[src/rtl/sim_uart_fifo.sv]
// Buffered UART: TX and RX FIFOs around a serial transmitter and receiver, all on clk_50.
// Both FSMs drive their state onto debug outputs. Each FIFO side uses valid/ready: a transfer happens on the edge where both are high.

module sim_uart_fifo_buf #(
  parameter int WIDTH = 8,
  parameter int DEPTH = 16
) (
  input  logic                   clk_i,
  input  logic                   rst_i,
  input  logic                   push_i,
  input  logic                   pop_i,
  input  logic [WIDTH-1:0]       data_i,
  output logic [WIDTH-1:0]       data_o,
  output logic [$clog2(DEPTH):0] count_o
);
  localparam int AW = $clog2(DEPTH);
  localparam logic [AW:0] FULL = (AW+1)'(DEPTH);

  logic [WIDTH-1:0] mem_q [DEPTH];
  logic [AW-1:0]    wr_ptr_q, wr_ptr_d;
  logic [AW-1:0]    rd_ptr_q, rd_ptr_d;
  logic [AW:0]      count_q, count_d;
  logic             do_push, do_pop;

  // A pop in the same cycle frees the slot a push into a full buffer needs.
  assign do_pop  = pop_i && (count_q != '0);
  assign do_push = push_i && ((count_q != FULL) || do_pop);

  always_comb begin
    wr_ptr_d = wr_ptr_q;
    rd_ptr_d = rd_ptr_q;
    count_d  = count_q;
    if (do_push) wr_ptr_d = wr_ptr_q + AW'(1);
    if (do_pop)  rd_ptr_d = rd_ptr_q + AW'(1);
    case ({do_push, do_pop})
      2'b10:   count_d = count_q + (AW+1)'(1);
      2'b01:   count_d = count_q - (AW+1)'(1);
      default: count_d = count_q;
    endcase
  end

  always_ff @(posedge clk_i) begin
    if (rst_i) begin
      wr_ptr_q <= '0;
      rd_ptr_q <= '0;
      count_q  <= '0;
    end else begin
      wr_ptr_q <= wr_ptr_d;
      rd_ptr_q <= rd_ptr_d;
      count_q  <= count_d;
    end
  end

  always_ff @(posedge clk_i) begin
    if (do_push) mem_q[wr_ptr_q] <= data_i;
  end

  assign data_o  = mem_q[rd_ptr_q];
  assign count_o = count_q;
endmodule

module sim_uart_fifo #(
  parameter int DIVISOR    = 434,
  parameter int DATA_BITS  = 8,
  parameter int PARITY     = 0,
  parameter int STOP_BITS  = 1,
  parameter int FIFO_DEPTH = 16
) (
  input  logic                        clk_50,
  input  logic                        reset,
  input  logic                        rx_i,
  output logic                        tx_o,
  input  logic [DATA_BITS-1:0]        tx_data,
  input  logic                        tx_valid,
  output logic                        tx_ready,
  output logic [DATA_BITS-1:0]        rx_data,
  output logic                        rx_valid,
  input  logic                        rx_ready,
  output logic                        rx_parity_err,
  output logic                        rx_frame_err,
  output logic                        rx_overrun,
  output logic [$clog2(FIFO_DEPTH):0] tx_count,
  output logic [$clog2(FIFO_DEPTH):0] rx_count,
  output logic [2:0]                  tx_state_o,
  output logic [2:0]                  rx_state_o
);
  localparam int CNTW = $clog2(FIFO_DEPTH) + 1;
  localparam int CW   = $clog2(DIVISOR * STOP_BITS);
  localparam logic [CNTW-1:0] FULL     = CNTW'(FIFO_DEPTH);
  localparam logic [CW-1:0]   BIT_END  = CW'(DIVISOR - 1);
  localparam logic [CW-1:0]   HALF_END = CW'(DIVISOR / 2 - 1);
  // The IDLE cycle that pops the next character supplies the last stop cycle.
  localparam logic [CW-1:0]   STOP_END = CW'(DIVISOR * STOP_BITS - 2);
  localparam logic [2:0]      LAST_BIT = 3'(DATA_BITS - 1);
  localparam logic            HAS_PAR  = (PARITY != 0);
  localparam logic            PAR_ODD  = (PARITY == 1);

  typedef enum logic [2:0] {
    TX_IDLE   = 3'd0,
    TX_START  = 3'd1,
    TX_DATA   = 3'd2,
    TX_PARITY = 3'd3,
    TX_STOP   = 3'd4
  } tx_state_e;

  typedef enum logic [2:0] {
    RX_IDLE      = 3'd0,
    RX_START     = 3'd1,
    RX_DATA      = 3'd2,
    RX_PARITY    = 3'd3,
    RX_STOP      = 3'd4,
    RX_WAIT_HIGH = 3'd5
  } rx_state_e;

  // ---------------- TX path ----------------
  logic [DATA_BITS-1:0] tx_head;
  logic                 tx_pop;
  tx_state_e            tx_state_q, tx_state_d;
  logic [CW-1:0]        tx_cnt_q, tx_cnt_d;
  logic [2:0]           tx_bit_q, tx_bit_d;
  logic [DATA_BITS-1:0] tx_shift_q, tx_shift_d;
  logic                 tx_par_q, tx_par_d;
  logic                 tx_o_q, tx_o_d;

  assign tx_ready = (tx_count != FULL);

  sim_uart_fifo_buf #(.WIDTH(DATA_BITS), .DEPTH(FIFO_DEPTH)) u_tx_fifo (
    .clk_i   (clk_50),
    .rst_i   (reset),
    .push_i  (tx_valid && tx_ready),
    .pop_i   (tx_pop),
    .data_i  (tx_data),
    .data_o  (tx_head),
    .count_o (tx_count)
  );

  // tx_o is registered from the current state, so the line lags the FSM by one cycle.
  always_comb begin
    tx_state_d = tx_state_q;
    tx_cnt_d   = tx_cnt_q;
    tx_bit_d   = tx_bit_q;
    tx_shift_d = tx_shift_q;
    tx_par_d   = tx_par_q;
    tx_pop     = 1'b0;
    tx_o_d     = 1'b1;
    case (tx_state_q)
      TX_IDLE: begin
        if (tx_count != '0) begin
          tx_pop     = 1'b1;
          tx_shift_d = tx_head;
          tx_par_d   = (^tx_head) ^ PAR_ODD;
          tx_cnt_d   = '0;
          tx_state_d = TX_START;
        end
      end
      TX_START: begin
        tx_o_d = 1'b0;
        if (tx_cnt_q == BIT_END) begin
          tx_cnt_d   = '0;
          tx_bit_d   = '0;
          tx_state_d = TX_DATA;
        end else begin
          tx_cnt_d = tx_cnt_q + CW'(1);
        end
      end
      TX_DATA: begin
        tx_o_d = tx_shift_q[0];
        if (tx_cnt_q == BIT_END) begin
          tx_cnt_d   = '0;
          tx_shift_d = tx_shift_q >> 1;
          tx_bit_d   = tx_bit_q + 3'd1;
          if (tx_bit_q == LAST_BIT) tx_state_d = HAS_PAR ? TX_PARITY : TX_STOP;
        end else begin
          tx_cnt_d = tx_cnt_q + CW'(1);
        end
      end
      TX_PARITY: begin
        tx_o_d = tx_par_q;
        if (tx_cnt_q == BIT_END) begin
          tx_cnt_d   = '0;
          tx_state_d = TX_STOP;
        end else begin
          tx_cnt_d = tx_cnt_q + CW'(1);
        end
      end
      TX_STOP: begin
        if (tx_cnt_q == STOP_END) begin
          tx_cnt_d   = '0;
          tx_state_d = TX_IDLE;
        end else begin
          tx_cnt_d = tx_cnt_q + CW'(1);
        end
      end
      default: tx_state_d = TX_IDLE;
    endcase
  end

  always_ff @(posedge clk_50) begin
    if (reset) begin
      tx_state_q <= TX_IDLE;
      tx_cnt_q   <= '0;
      tx_bit_q   <= '0;
      tx_shift_q <= '0;
      tx_par_q   <= 1'b0;
      tx_o_q     <= 1'b1;
    end else begin
      tx_state_q <= tx_state_d;
      tx_cnt_q   <= tx_cnt_d;
      tx_bit_q   <= tx_bit_d;
      tx_shift_q <= tx_shift_d;
      tx_par_q   <= tx_par_d;
      tx_o_q     <= tx_o_d;
    end
  end

  assign tx_o       = tx_o_q;
  assign tx_state_o = tx_state_q;

  // ---------------- RX path ----------------
  logic                 rx_sync1_q, rx_sync2_q, rx_prev_q;
  logic                 rx_s;
  rx_state_e            rx_state_q, rx_state_d;
  logic [CW-1:0]        rx_cnt_q, rx_cnt_d;
  logic [2:0]           rx_bit_q, rx_bit_d;
  logic [DATA_BITS-1:0] rx_shift_q, rx_shift_d;
  logic                 rx_perr_q, rx_perr_d;
  logic                 rx_push, rx_pop, rx_overrun_q;
  logic [DATA_BITS+1:0] rx_head;

  assign rx_s = rx_sync2_q;

  always_comb begin
    rx_state_d = rx_state_q;
    rx_cnt_d   = rx_cnt_q;
    rx_bit_d   = rx_bit_q;
    rx_shift_d = rx_shift_q;
    rx_perr_d  = rx_perr_q;
    rx_push    = 1'b0;
    case (rx_state_q)
      RX_IDLE: begin
        if (rx_prev_q && !rx_s) begin
          rx_cnt_d   = '0;
          rx_state_d = RX_START;
        end
      end
      RX_START: begin
        if (rx_cnt_q == HALF_END) begin
          rx_cnt_d   = '0;
          rx_bit_d   = '0;
          rx_perr_d  = 1'b0;
          rx_state_d = rx_s ? RX_IDLE : RX_DATA;
        end else begin
          rx_cnt_d = rx_cnt_q + CW'(1);
        end
      end
      RX_DATA: begin
        if (rx_cnt_q == BIT_END) begin
          rx_cnt_d   = '0;
          rx_shift_d = {rx_s, rx_shift_q[DATA_BITS-1:1]};
          rx_bit_d   = rx_bit_q + 3'd1;
          if (rx_bit_q == LAST_BIT) rx_state_d = HAS_PAR ? RX_PARITY : RX_STOP;
        end else begin
          rx_cnt_d = rx_cnt_q + CW'(1);
        end
      end
      RX_PARITY: begin
        if (rx_cnt_q == BIT_END) begin
          rx_cnt_d   = '0;
          rx_perr_d  = rx_s ^ (^rx_shift_q) ^ PAR_ODD;
          rx_state_d = RX_STOP;
        end else begin
          rx_cnt_d = rx_cnt_q + CW'(1);
        end
      end
      RX_STOP: begin
        if (rx_cnt_q == BIT_END) begin
          rx_cnt_d   = '0;
          rx_push    = 1'b1;
          rx_state_d = rx_s ? RX_IDLE : RX_WAIT_HIGH;
        end else begin
          rx_cnt_d = rx_cnt_q + CW'(1);
        end
      end
      RX_WAIT_HIGH: begin
        if (rx_s) rx_state_d = RX_IDLE;
      end
      default: rx_state_d = RX_IDLE;
    endcase
  end

  always_ff @(posedge clk_50) begin
    if (reset) begin
      rx_sync1_q   <= 1'b1;
      rx_sync2_q   <= 1'b1;
      rx_prev_q    <= 1'b1;
      rx_state_q   <= RX_IDLE;
      rx_cnt_q     <= '0;
      rx_bit_q     <= '0;
      rx_shift_q   <= '0;
      rx_perr_q    <= 1'b0;
      rx_overrun_q <= 1'b0;
    end else begin
      rx_sync1_q   <= rx_i;
      rx_sync2_q   <= rx_sync1_q;
      rx_prev_q    <= rx_sync2_q;
      rx_state_q   <= rx_state_d;
      rx_cnt_q     <= rx_cnt_d;
      rx_bit_q     <= rx_bit_d;
      rx_shift_q   <= rx_shift_d;
      rx_perr_q    <= rx_perr_d;
      rx_overrun_q <= rx_push && (rx_count == FULL) && !rx_pop;
    end
  end

  sim_uart_fifo_buf #(.WIDTH(DATA_BITS + 2), .DEPTH(FIFO_DEPTH)) u_rx_fifo (
    .clk_i   (clk_50),
    .rst_i   (reset),
    .push_i  (rx_push),
    .pop_i   (rx_pop),
    .data_i  ({rx_shift_q, rx_perr_q, ~rx_s}),
    .data_o  (rx_head),
    .count_o (rx_count)
  );

  // Head fields are forced to zero while empty so stale memory never shows.
  assign rx_valid      = (rx_count != '0);
  assign rx_pop        = rx_valid && rx_ready;
  assign rx_data       = rx_valid ? rx_head[DATA_BITS+1:2] : '0;
  assign rx_parity_err = rx_valid && rx_head[1];
  assign rx_frame_err  = rx_valid && rx_head[0];
  assign rx_overrun    = rx_overrun_q;
  assign rx_state_o    = rx_state_q;
endmodule
[config.mk]
export PLATFORM = sky130hd
export DESIGN_NAME = sim_uart_fifo
export DESIGN_NICKNAME = d
export VERILOG_FILES = /design/src/rtl/sim_uart_fifo.sv
export SDC_FILE = /design/constraint.sdc
export NUM_CORES = 1
export LEC_CHECK = 0
export CORE_ASPECT_RATIO = 1.25
export CORE_UTILIZATION = 48
export DETAILED_ROUTE_END_ITERATION = 10
export PLACE_DENSITY_LB_ADDON = 0.25
export SYNTH_ARGS = -nofsm -noshare
export SYNTH_HDL_FRONTEND = slang
export SYNTH_SLANG_ARGS = --single-unit
export TNS_END_PERCENT = 5
[constraint.sdc]
create_clock -name clk_50 -period 3.7 [get_ports clk_50]
set_input_delay 1.11 -clock clk_50 [delete_from_list [all_inputs] [get_ports clk_50]]
set_output_delay 1.11 -clock clk_50 [all_outputs]
set_load 0.005 [all_outputs]
==> impl_metrics.yaml <==
status:
  status: "finished, final reports clean"
route:
  vias: 8050
  vias_per_cell: 5.44
  drtIter0Drc: 504
  routed_wl_mm: 29.8
  ant_nets: 0
  wl_per_cell_um: 20.1
  post-route-drc-count: 0
  first_pass_iters: 5
setup_path:
  worst_setup_path_start_kind: "flop"
  r2r_start: "rx_cnt_q[0]$_SDFFE_PP0P_"
  reg2reg_slack_ps: 650
  worstSetupEndpoint: "rx_frame_err"
  worstPathArrival_ps: 2570
  worstReg2RegEnd: "u_rx_fifo.count_o[4]$_SDFFE_PP0P_"
  r2r_cells: 16
  crit_required_ps: 2590
  cp-end-kind: "primary output"
  cp_max_fo: 7
  crit_type: "reg2out"
job:
  drv_cap: 0
layout:
  final_util: 0.570
  final_common_cell: "edfxtp_1"
  layout-drive-gt1-share: 0.193
  antenna_cells: 0
  final_cell_mix: "edfxtp_1, nor2_1, dfxtp_1, mux4_2, buf_4"
  syn2layout_area_growth_pct: 16.4
  nets: 1087
synthesis:
  syn_nets: 995
  synthArstFlopShare: 0
  ys_warn_count: 0
  ys_ff_latch: 375
  ys_seq_area_frac: 0.680
  synth_area_per_cell_um2: 16.0
  yosysUniqueCellTypes: 48
  ys.flop_type: "edfxtp_1"
  synth_cells: 953
  synthesis.area_um2: 15300
  synth_edf_count: 288
clock_tree:
  cts-buffers-inserted: 38
  clock_sinks: 375
  cts_tree: "yes"
  cts-root-buf: "clkbuf_16"
  clock_latency_ps: 530
  clkTransAtPathRegs_ps: 60
  htree_levels: 2
  ctsHoldBuffers: 0
  clock_path_buffers: 3
timing:
  slew_headroom: 0.461
  finClkSkew_ps: 18.8
  worstMarginPinSlew_ps: 809
  report.final.slew_viol_count: 0
  rsz0062_at_grt: "true"
  fin_crit_ps: 3680
  timing.hold.ws_ps: 418
  finalSetupViolCount: 0
  post-route-period-util: 0.996
  fin_setup_tns_ps: 0
  finalHoldViolCount: 0
  fmax_ghz: 0.271
floorplanning:
  start_util: 0.490
  core_um2: 31200
  core.rowCount: 72
  die_y_um: 201
  die_x_um: 162
  io_pins: 43
  die-area_um2: 32500
power_and_ir_drop:
  comb_power_share: 0.143
  power_frac_clock: 0.378
  peakVddDrop_uv: 427
  swShare: 0.247
  p_seq_frac: 0.479
  leakagePower_nw: 5.93
  p_switching_w: 0.00246
  intPower_w: 0.00752
  power.density_nw_per_um2: 562
  finalPower_w: 0.00998
global_route:
  grt_use_total: 0.192
  grt_pass1_vias: 8343
  grt_max_degree: 39
  antenna_found_initial: 0
  overflow: 0
  grt_pass1_wl_mm: 47.2
placed_design:
  portBuffers: 42
  place.gp.congestion: 0.754
  dpl.hpwl_mm: 19.1
hold_path:
  hp-class: "reg2reg"
[repair_timing]
item                                    in CTS  in global routing
hold endpoints to repair                     0                  0
endpoints found under the setup margin      10                  9
buffers inserted                             7                  2
pin swaps                                    0                  0
cloned                                       4                  0
gates resized for setup                     25                 18
[metrics by stage]
step	instances	cell area, um^2	setup WS [ps]
6_report	1481	17800	15.7
3_3_place_gp	1401	16400	197
5_1_grt	1481	17800	-61.6
3_5_place_dp	1401	16400	188
4_1_cts	1481	17800	-151
2_1_floorplan	953	15300	316
[critical path, cell delays in order (launching register included)]
cell	delay (ps)
dfxtp_4	400
buf_12	110
buf_12	120
mux4_2	500
mux4_2	510
nor2b_4	150
dlygate4sd2_1	260
[cells by family (layout without fill, tap and decap cells)]
| family | count (synthesis) | in the layout | share of synthesized area |
|---|---|---|---|
| flip-flops | 375 | 375 | 0.680 |
| AND/OR/NAND/NOR | 239 | 239 | 0.0732 |
| multiplexers | 103 | 103 | 0.137 |
| AO/OA/AOI/OAI | 85 | 85 | 0.0350 |
| buffers and inverters | 70 | 191 | 0.0203 |
| XOR/XNOR | 52 | 52 | 0.0298 |
| adder cells (fa/ha/maj) | 29 | 29 | 0.0242 |
[registers in the layout (all words and copies together), names as in the netlist, 4 cells and up, named ones only]
| signal | count |
|---|---|
| u_rx_fifo.count_o | 5 |
| tx_cnt_q | 9 |
| u_tx_fifo.mem_q | 128 |
| u_tx_fifo.rd_ptr_q | 4 |
| tx_shift_q | 8 |
| rx_cnt_q | 9 |
| u_rx_fifo.mem_q | 160 |
| u_rx_fifo.rd_ptr_q | 4 |
| rx_shift_q | 8 |
| u_rx_fifo.wr_ptr_q | 4 |
| u_tx_fifo.wr_ptr_q | 4 |
| u_tx_fifo.count_o | 5 |
[metal layers]
layer,wire [um],track usage
met1,12000,0.231
met2,15900,0.351
met3,1210,0.0299
met4,719,0.0603
met5,0,0
[Yosys cell counts (3+ instances only)]
cell      count  area share
buf_2         8      0.0026
xnor2_1      27       0.015
nor2_1      111       0.027
or3_1         6      0.0025
xor2_1       25       0.014
mux2i_1      21       0.014
and3_1        4      0.0016
a211oi_1     11      0.0054
nand3_1       6      0.0020
nand4_1      12      0.0049
nand2b_1      8      0.0033
nor3_1       11      0.0036
a21o_1        3      0.0015
nand2_1      42       0.010
clkbuf_1     29      0.0071
mux4_2       72        0.11
a21oi_1      31       0.010
o21ai_0      12      0.0039
or2_2         4      0.0016
and2_1        3      0.0012
edfxtp_1    288        0.57
mux4_1       10       0.017
inv_1        22      0.0054
nor2b_1      20      0.0082
a22oi_1      20      0.0098
dfxtp_1      87        0.11
buf_1         5      0.0012
buf_6         4      0.0029
ha_1         28       0.023
[layout make-up]
type	instances	area, um^2
Clock buffer	52	1050
Timing Repair Buffer	100	965
Multi-Input combinational cell	508	4590
Sequential cell	375	10400
Tap cell	407	509
Inverter	22	82.6
Clock inverter	17	181
Fill cell	2479	13400
[how the worst min path moves through the flow]
stage,start,endpoint,slack [ps],depth (start not counted)
2_1_floorplan,rx_sync1_q$_SDFF_PP1_,rx_s$_SDFF_PP1_,390,1
3_3_place_gp,rx_sync1_q$_SDFF_PP1_,rx_s$_SDFF_PP1_,400,1
3_5_place_dp,rx_sync1_q$_SDFF_PP1_,rx_s$_SDFF_PP1_,400,1
4_1_cts,rx_sync1_q$_SDFF_PP1_,rx_s$_SDFF_PP1_,420,1
5_1_grt,rx_sync1_q$_SDFF_PP1_,rx_s$_SDFF_PP1_,440,1
6_report,rx_sync1_q$_SDFF_PP1_,rx_s$_SDFF_PP1_,420,1
[power groups by stage]
stage	clock network [W]	logic, W	registers [W]
floorplan	0	0.00112	0.00480
global placement	0	0.00142	0.00487
detailed placement	0	0.00144	0.00487
CTS	0.00386	0.00145	0.00478
global route	0.00401	0.00159	0.00480
finish	0.00378	0.00143	0.00478
(Power assumes the default switching activity.)
